<file path="src/rtl/load_unit.sv">
// Memory-load extraction unit: word-aligned read, byte/halfword select, sign/zero extension.
// Optional alignment checking is enabled by defining LOAD_ALIGN_CHECK_EN.
module load_unit #(
    parameter int MEM_LATENCY = 2
) (
    input  logic        clock,
    input  logic        reset,
    input  logic        start,
    input  logic [1:0]  control,
    input  logic        sign,
    input  logic [31:0] addr,
    input  logic [31:0] mem_rdata,
    output logic [31:0] mem_addr,
    output logic        mem_read,
    output logic [31:0] data_out,
    output logic        done,
    output logic        busy,
    output logic        misaligned
);

    typedef enum logic {ST_IDLE, ST_WAIT} state_t;

    localparam logic [3:0] CNT_INIT = 4'(MEM_LATENCY - 1);

    state_t      state_q, state_d;
    logic [3:0]  cnt_q, cnt_d;
    logic [31:0] addr_q, addr_d;
    logic [1:0]  ctrl_q, ctrl_d;
    logic        sign_q, sign_d;
    logic        mem_read_q, mem_read_d;
    logic        busy_q, busy_d;
    logic        done_q, done_d;
    logic [31:0] data_q, data_d;
    logic        mis_q, mis_d;
    logic        misalign_req;

`ifdef LOAD_ALIGN_CHECK_EN
    assign misalign_req = ((control == 2'b10) && addr[0]) ||
                          ((control == 2'b11) && (addr[1:0] != 2'b00));
`else
    assign misalign_req = 1'b0;
`endif

    // Little-endian lane select followed by sign or zero extension.
    function automatic logic [31:0] extract(input logic [31:0] word, input logic [1:0] lane,
                                            input logic [1:0] size, input logic sgn);
        logic [7:0]  b;
        logic [15:0] h;
        logic [31:0] r;
        case (lane)
            2'd0:    b = word[7:0];
            2'd1:    b = word[15:8];
            2'd2:    b = word[23:16];
            default: b = word[31:24];
        endcase
        h = lane[1] ? word[31:16] : word[15:0];
        case (size)
            2'b01:   r = {{24{sgn & b[7]}}, b};
            2'b10:   r = {{16{sgn & h[15]}}, h};
            default: r = word;
        endcase
        return r;
    endfunction

    always_comb begin
        state_d    = state_q;
        cnt_d      = cnt_q;
        addr_d     = addr_q;
        ctrl_d     = ctrl_q;
        sign_d     = sign_q;
        mem_read_d = mem_read_q;
        busy_d     = busy_q;
        data_d     = data_q;
        done_d     = 1'b0;
        mis_d      = 1'b0;
        case (state_q)
            ST_IDLE: begin
                if (start && (control != 2'b00)) begin
                    if (misalign_req) begin
                        mis_d = 1'b1;
                    end else begin
                        addr_d     = addr;
                        ctrl_d     = control;
                        sign_d     = sign;
                        mem_read_d = 1'b1;
                        busy_d     = 1'b1;
                        cnt_d      = CNT_INIT;
                        state_d    = ST_WAIT;
                    end
                end
            end
            ST_WAIT: begin
                if (cnt_q != 4'd0) begin
                    cnt_d = cnt_q - 4'd1;
                end else begin
                    data_d     = extract(mem_rdata, addr_q[1:0], ctrl_q, sign_q);
                    done_d     = 1'b1;
                    mem_read_d = 1'b0;
                    busy_d     = 1'b0;
                    state_d    = ST_IDLE;
                end
            end
            default: state_d = ST_IDLE;
        endcase
    end

    always_ff @(posedge clock) begin
        if (reset) begin
            state_q    <= ST_IDLE;
            cnt_q      <= 4'd0;
            addr_q     <= 32'd0;
            ctrl_q     <= 2'b00;
            sign_q     <= 1'b0;
            mem_read_q <= 1'b0;
            busy_q     <= 1'b0;
            done_q     <= 1'b0;
            data_q     <= 32'd0;
            mis_q      <= 1'b0;
        end else begin
            state_q    <= state_d;
            cnt_q      <= cnt_d;
            addr_q     <= addr_d;
            ctrl_q     <= ctrl_d;
            sign_q     <= sign_d;
            mem_read_q <= mem_read_d;
            busy_q     <= busy_d;
            done_q     <= done_d;
            data_q     <= data_d;
            mis_q      <= mis_d;
        end
    end

    assign mem_addr   = {addr_q[31:2], 2'b00};
    assign mem_read   = mem_read_q;
    assign busy       = busy_q;
    assign done       = done_q;
    assign data_out   = data_q;
    assign misaligned = mis_q;

endmodule

</file>
<file path="config.mk">
export PLATFORM = sky130hd
export DESIGN_NAME = load_unit
export DESIGN_NICKNAME = d
export VERILOG_FILES = /design/src/rtl/load_unit.sv
export SDC_FILE = /design/constraint.sdc
export NUM_CORES = 1
export LEC_CHECK = 0
export CAP_MARGIN = 15
export CORE_MARGIN = 4
export CORE_UTILIZATION = 35
export CTS_CLUSTER_SIZE = 40
export DETAILED_ROUTE_END_ITERATION = 7
export PLACE_DENSITY = 0.67
export SLEW_MARGIN = 20
export SYNTH_ARGS = -nofsm -noshare
export SYNTH_HDL_FRONTEND = slang
export SYNTH_SLANG_ARGS = --single-unit
</file>
<file path="constraint.sdc">
create_clock -name clock -period 1.8 [get_ports clock]
set_clock_uncertainty 0.1 [all_clocks]
set_input_delay 0.27 -clock clock [delete_from_list [all_inputs] [get_ports clock]]
set_output_delay 0.27 -clock clock [all_outputs]
set_load 0.005 [all_outputs]
</file>
==> results.md, run 1 <==
- TritonCTS built the clock tree.
- The critical path capture point type is a flip-flop.
- CTS built an H-tree with a depth of 3.
- The post-route worst setup slack is between 30 and 40 ps.
- The clock-pin slew on the worst setup and hold paths is 80 ps.
- After floorplanning, the core was divided into 35 placement rows.
- The setup slack of the most critical reg-to-reg path is roughly 32 ps.
- The synthesized netlist occupies a cell area of roughly 3400 um2.
- Using the TritonRoute via totals, the vias-per-cell ratio works out to slightly below 5.
- The overall die area is about 11,000 um2.
- In this run the static leakage power is 2.072 nW.
- Relative to the synthesized area, the layout overhead comes to 48.62%.
- The internal power summed over all cells is roughly 3.2 mW.
- The via count of the first global-routing pass is a little over 3k.
- In the routed design, unresolved DRC markers number 0.
- The startpoint identified for the worst register-to-register timing path is addr_q[1]$_SDFFE_PP0P_.
- The total inserted antenna cells is 0.
- Net switching is between 20% and 30% of the power.
- The final layout contains routed wiring with a total length of about 10,000 um.
- IR analysis of the VDD net gives a maximum drop of 0.0004265 V.
- The width of the die is approximately 110 um.
- Global routing consumed, over all layers together, 17.58% of the routing resources.
- In this run the cell area measured after placement is roughly 4800 um2.
- The hold violation count in the final report is 0.
- Data on the critical path is required at its endpoint by around 1900 ps.
- During synthesis, Yosys emitted a total of 0 warnings.
- The number of buffers added to fix hold violations after cts is 0.
- The final max-slew violation count came to 0.
- The detail route stage leaves a number of antenna-violating nets equal to 0.
- In this run the worst hold path is classified as flip-flop to flip-flop.
- Setup repair after global routing could not meet its margin everywhere.
- The net load switching power is 1.105 mW.
- The power consumption is roughly 4.3 mW.
- The post-CTS setup buffer count is 0.
- The number of flops mapped to enable cells by yosys is 0.
- The first detailed-routing pass took 4 iterations.
- The fraction of final layout cells sized beyond drive strength 1 is between 10% and 20%.
- For this run the aggregate overflow at the end of global routing stands at 0.
- The combinational share of power is around 22%.
- The startpoint type of the worst setup path is a flip-flop.
- The total CTS buffers is 9.
- The net count reported at finish is just over 600.
- Prior to clock tree synthesis, the placed netlist has a worst setup slack of -295.4 ps.
- The wire length of the first global-routing pass is roughly 16,000 um.
- Counting instances, the worst hold path has a depth of 2.
- After detailed routing, the average wire length per cell comes to approximately 15 um.
- The synthesized design contains between 70 and 80 register bits.
- The largest driver fanout on the critical path is 16.
- The largest net degree at the start of global routing is 30.
- Measured along the y axis, the die boundary spans approximately 110 um.
- By count the netlist is led by nand2_1, dfxtp_1, a21oi_1.
- For this run, asynchronously set or reset flops after synthesis account for 0%.
- Data on the critical path arrives at its endpoint at 1890 ps.
- The number of DRC markers in iteration 0 is 173.
- The initial standard-cell utilization of the core is approximately 37%.
- The worst-case clock buffer depth is 2.
- The worst path in the final design needs a cycle of ~1800 ps, including I/O delays and setup.
- The number of cells on the worst reg-to-reg path is 6.
- The count of mapped cells out of synthesis is 418.
- The average cell area after synthesis is a little over 8 um2.
- The most used flip-flop cell after synthesis is dfxtp_1.
- The synthesized design spends more area on one cell type than any other, namely dfxtp_1.
- The count of input and output buffers is ~130.
- The top achievable clock speed is approximately 570 MHz.
- The startpoint of the worst hold path is addr_q[12]$_SDFFE_PP0P_.
- The run finished with clean final reports.
- Clock tree synthesis selected as its root buffer the cell clkbuf_8.
- The vias after detailed routing is approximately 3.2k.
- The number of antenna violations at the first check in global routing was 0.
- The clock net sink count is 74.
- The fraction of synthesized cell area taken by the top area cell type is 43.09%.
- By area the synthesized netlist is led by dfxtp_1, nand2_1, a21oi_1, buf_4, o21ai_0.
- The finished cells cover around 5000 um2.
- The total of max-cap violations is 0.
- The clock latency on the worst-skew pair is around 340 ps.
- The count of final setup violators is 0.
- In this run the standard cell core region covers about 9400 um2.
- The worst register-to-register path ends at data_out[27]$_SDFFE_PP0P_.
- The share of power burned in the clock network is a little over a third.
- The number of top-level design ports is around 140.
- Among all cell types in the netlist, the one instantiated most often is nand2_1.
- The netlist uses 41 different library cells.
- The sequential-to-total area share from yosys stat is between 40% and 50%.
- In this run the power density over the cells is 836.9 nW/um2.
- The worst setup path is of the flip-flop to flip-flop kind.
- The destination of the worst hold path is addr_q[12]$_SDFFE_PP0P_.
- The placed wire-length estimate is between 7000 and 8000 um.
- The final critical path takes up ~100% of the cycle.
- The routability congestion estimate from global placement is 0.8676.
- The share of power burned in registers is between 40% and 50%.
-- state kept, by name, indices dropped and copies added (netlist names) --
signal / count
data_out: 32
busy: 1
addr_q: 32
ctrl_q: 2
done: 1
state_q: 1
cnt_q: 4
sign_q: 1
-- how the worst max path moves through the flow --
stage                                 startpoint                   endpoint  slack (ps)  cells after the start
after floorplan           ctrl_q[0]$_SDFFE_PP0P_   data_out[0]$_SDFFE_PP0P_          10                      6
after global placement              mem_rdata[7]  data_out[10]$_SDFFE_PP0P_        -240                      5
after detailed placement            mem_rdata[7]  data_out[14]$_SDFFE_PP0P_        -300                      5
after CTS                  cnt_q[0]$_SDFFE_PP0P_  data_out[15]$_SDFFE_PP0P_          20                      6
after global routing      addr_q[1]$_SDFFE_PP0P_  data_out[12]$_SDFFE_PP0P_         -40                      4
final                     addr_q[1]$_SDFFE_PP0P_  data_out[27]$_SDFFE_PP0P_          30                      6
-- layout by cell type (no fill, tap or decap), drive strengths merged, types with 9 or more instances in the layout --
cell and count:
nand3 9, a21o 10, a21oi 53, mux2 9, buf 26, clkbuf 12
o21ai 25, dfxtp 74, clkdlybuf4s50 134, inv 15, nand2 98
-- layout make-up --
class | instances | area [um2]
clock inverter | 4 | 72.57
fill | 866 | 4305
sequential | 74 | 1485
inverter | 16 | 61.31
clock buffer | 12 | 165.2
timing repair buffer | 160 | 1587
tap | 129 | 161.4
multi-input combinational | 269 | 1578
-- cell families after synthesis --
kind of cell | share of synthesized area, %
and+or+nand+nor | 15.18
AOI/OAI and AO/OA | 23.14
buffers and inverters | 12.59
DFF | 43.09
muxes | 4.185
adders and majority gates | 1.456
other | 0.1091
xor gates and xnor gates | 0.2548
-- power by group through the flow --
stage	Combinational, mW	Sequential [mW]	Clock (mW)
floorplan	0.453	1.85	0
global route	1.03	1.84	1.62
global placement	0.919	1.86	0
finish	0.951	1.82	1.50
detailed placement	0.933	1.86	0
CTS	0.940	1.82	1.55
-- timing repair --
item                       in CTS  in global routing
resized for setup               3                  8
pin swaps                       1                  1
setup endpoints to repair      13                 24
-- per-layer routing --
| metal | wire length (um) | part of all wire [%] | global-route usage (%) | vias up |
|---|---|---|---|---|
| li1 | - | - | - | 1611 |
| met1 | 4632 | 45 | 24.38 | 1510 |
| met2 | 4870 | 47 | 27.48 | 99 |
| met3 | 670 | 6.5 | 3.672 | 9 |
| met4 | 110 | 1.1 | 5.114 | 0 |
| met5 | 0 | 0 | 0 | - |
-- through the flow --
| stage | utilization (%) | hold slack [ps] | cells | setup TNS [ps] |
|---|---|---|---|---|
| floorplan | - | 306.0 | 420 | 0 |
| global placement | 51.28 | 341.1 | 648 | -3874 |
| detailed placement | 51.28 | 338.5 | 648 | -4803 |
| CTS | 53.87 | 352.0 | 664 | 0 |
| global route | 54.27 | 352.1 | 664 | -226.3 |
| finish | 54.27 | 356.1 | 664 | 0 |
-- critical path, cell delays in order (launching register included) --
cell,delay (ps)
dfxtp_4,370
buf_4,250
mux2i_1,280
o2bb2ai_1,150
a31oi_4,260
buf_12,170
a21oi_1,70
(Power assumes the default switching activity.)
==> inputs of run 2 (changes only) <==
Settings changed: CORE_MARGIN 4 to unset.
==> run 2 against run 1 <==
Clock power shrank 17%. Non-clock buffer count shrank 3. First-iteration DRC count grew 12%. Die area shrank 11%. Worst setup slack gained 16 ps. Global-route usage grew 1.7 points. Critical path depth shrank 2. Design area shrank 1.6%. Hold slack lost 0.70 ps. Sequential power is essentially flat. Count of clock-buffer cells in the layout shrank 2. Critical path type unchanged. Largest cell class unchanged. Largest power group unchanged.
==> results.md, run 2 (synthesis results as in run 1) <==
- Counting the fill cells in the layout gives 920.
- The terminus of the critical flop-to-flop path is data_out[10]$_SDFFE_PP0P_.
- TritonCTS built the clock tree.
- The synthesis-to-finish area growth is 46.18%.
- The count of cells along the worst register-to-register path is 4.
- The tool flagged a number of max-cap violations equal to 0.
- The capture point of the worst path is data_out[10]$_SDFFE_PP0P_.
- In the layout the commonest cells are clkdlybuf4s50_1, nand2_1, dfxtp_1.
- The overall die area is roughly 10,000 um2.
- Detailed routing inserted a total of approximately 3.3k vias.
- The startpoint of the worst setup timing path is addr_q[1]$_SDFFE_PP0P_.
- Leaving out filler cells and counting taps, the final layout contains between 600 and 700.
- The final max-slew violation count is 0.
- The sequential standard cell area is 1486 um2.
- After clock tree synthesis, the flow added hold-fix buffers numbering 0.
- Data on the critical path is required at its endpoint by 1940 ps.
- The routability congestion estimate from global placement is approximately 0.86.
- The count of TritonRoute iterations in the first routing pass is 5.
- The first routing iteration left approximately 190 violations.
- The post-detailed-route DRC marker count is 0.
- The number of antenna violations at the first check in global routing is 1.
- The hold violation count in the final report came to 0.
- The post-detailed-route via-to-cell ratio is just under 5.
- The first global-routing pass estimated around 15,000 um of wire.
- The post-detailed-routing wire length is 9870 um.
- The number of clock buffers added by TritonCTS is 9.
- The maximum VDD drop is about 0.00036 V.
- The total leakage power is ~2.0 nW.
- Including well taps, the total number of placed cells is roughly 650.
- The worst setup path is captured at a flip-flop.
- The class of the tightest hold or removal check is flip-flop to flip-flop.
- Leaving out fill and tap cells, the most frequent cell in the layout is clkdlybuf4s50_1.
- The worst register-to-register path begins at addr_q[1]$_SDFFE_PP0P_.
- Buffers placed on the I/O ports in this run total 134.
- The count of final setup violators is 0.
- Subtracting the final worst setup slack from the clock period gives between 1500 and 2000 ps.
- STA puts the critical path data arrival time at ~1900 ps.
- Prior to clock tree synthesis, the placed netlist has a worst setup slack of -323.4 ps.
- In this run the standard cell core region covers about 9400 um2.
- The clock-pin slew on the worst setup and hold paths is 80 ps.
- The total congestion overflow is 0.
- The initial standard-cell utilization of the core is 36.69%.
- Cells with a size suffix above 1 make up a little under an eighth of the layout.
- The net count reported at finish is between 600 and 700.
- The post-CTS setup buffer count is 0.
- The number of top-level design ports is 138.
- The via count of the first global-routing pass is about 3k.
- The clock net sink count is 74.
- The total global-route track usage is 19.30%.
- In this run the number of H-tree levels came out at 3.
- The largest driver fanout on the critical path is 8.
- The placed wire-length estimate is 7192 um.
- Entering global routing, the biggest net connects 43 pins.
- Summing all multi-input logic gate instances after layout gives about 1600 um2.
- The worst-case clock buffer depth is 2.
- The cell area power density is 799.8 nW/um2.
- Setup repair after global routing could not meet its margin everywhere.
- The height of the die is just over 100 um.
- The number of nets with antenna violations after detailed routing is 0.
- The post-route worst setup slack is between 40 and 50 ps.
- Setup slack on the worst reg-to-reg path comes out at about 48 ps.
- The tree is rooted in a clkbuf_8.
- In the final routed layout, each cell accounts on average for ~15 um.
- The worst setup path is of the flip-flop to flip-flop kind.
- After layout, the worst path uses a little over nine tenths of the clock period.
- Row generation in the floorplan step produced 35 rows.
- The clock latency on the worst-skew pair is approximately 350 ps.
- STA classifies the critical path startpoint as a flip-flop.
- The width of the die is roughly 100 um.
- The flow ran to the end, and the final reports show no timing, DRC or antenna violations.
- The top achievable clock speed is between 500 and 600 MHz.
==> run 2: critical path, cell delays in order, from the launching register on <==
cell,delay (ps)
dfxtp_4,370
mux4_2,540
a31oi_4,330
a221oi_1,140
a21o_1,170
==> run 2: worst min-delay path by stage <==
stage,cells after the start,startpoint,slack [ps],to
6_report,2,addr_q[10]$_SDFFE_PP0P_,360,addr_q[10]$_SDFFE_PP0P_
5_1_grt,3,addr[18],370,addr_q[18]$_SDFFE_PP0P_
4_1_cts,3,addr[15],350,addr_q[15]$_SDFFE_PP0P_
3_5_place_dp,1,data_out[9]$_SDFFE_PP0P_,340,data_out[9]$_SDFFE_PP0P_
3_3_place_gp,2,addr_q[8]$_SDFFE_PP0P_,340,addr_q[8]$_SDFFE_PP0P_
2_1_floorplan,2,addr[10],310,addr_q[10]$_SDFFE_PP0P_
==> run 2: what timing repair did <==
item                                   4_1_cts  5_1_grt
setup endpoints to repair                    3       26
endpoints found under the hold margin        0        0
gates cloned                                 0        0
pin swaps                                    1        1
resized for setup                            1       11
==> run 2: through the flow <==
stage / hold WS, ps / total power [mW] / setup TNS (ps) / instance area, um2 / util [%]
after global placement: 341.6 / 2.773 / -4546 / 4806 / 51.28
after global routing: 369.0 / 4.225 / -53.45 / 5026 / 53.63
after CTS: 354.1 / 4.048 / 0 / 4994 / 53.28
after floorplan: 306.0 / 2.303 / 0 / 3447 / -
final: 355.4 / 4.020 / 0 / 5026 / 53.63
after detailed placement: 340.9 / 2.788 / -5293 / 4806 / 51.28
==> run 2: report_power, final <==
group | total (mW) | switching, mW | internal (mW)
clock | 1.25 | 0.620 | 0.632
sequential | 1.82 | 0.0709 | 1.75
combinational | 0.943 | 0.415 | 0.528
==> run 2: final cells by class <==
cell class	instances	area share (%)
diodes	1	0.04979
multi-input cells	269	31.02
repair buffers	157	31.24
well taps	129	3.211
clock buffers	10	2.539
clock inverters	6	1.145
flip-flops and latches	74	29.57
inverters	16	1.220
==> run 2: metal layers <==
metal	global-route usage [%]	wire length, um
met5	0	0
met3	3.814	692
met1	25.82	4392
met2	30.19	4582
met4	8.473	204
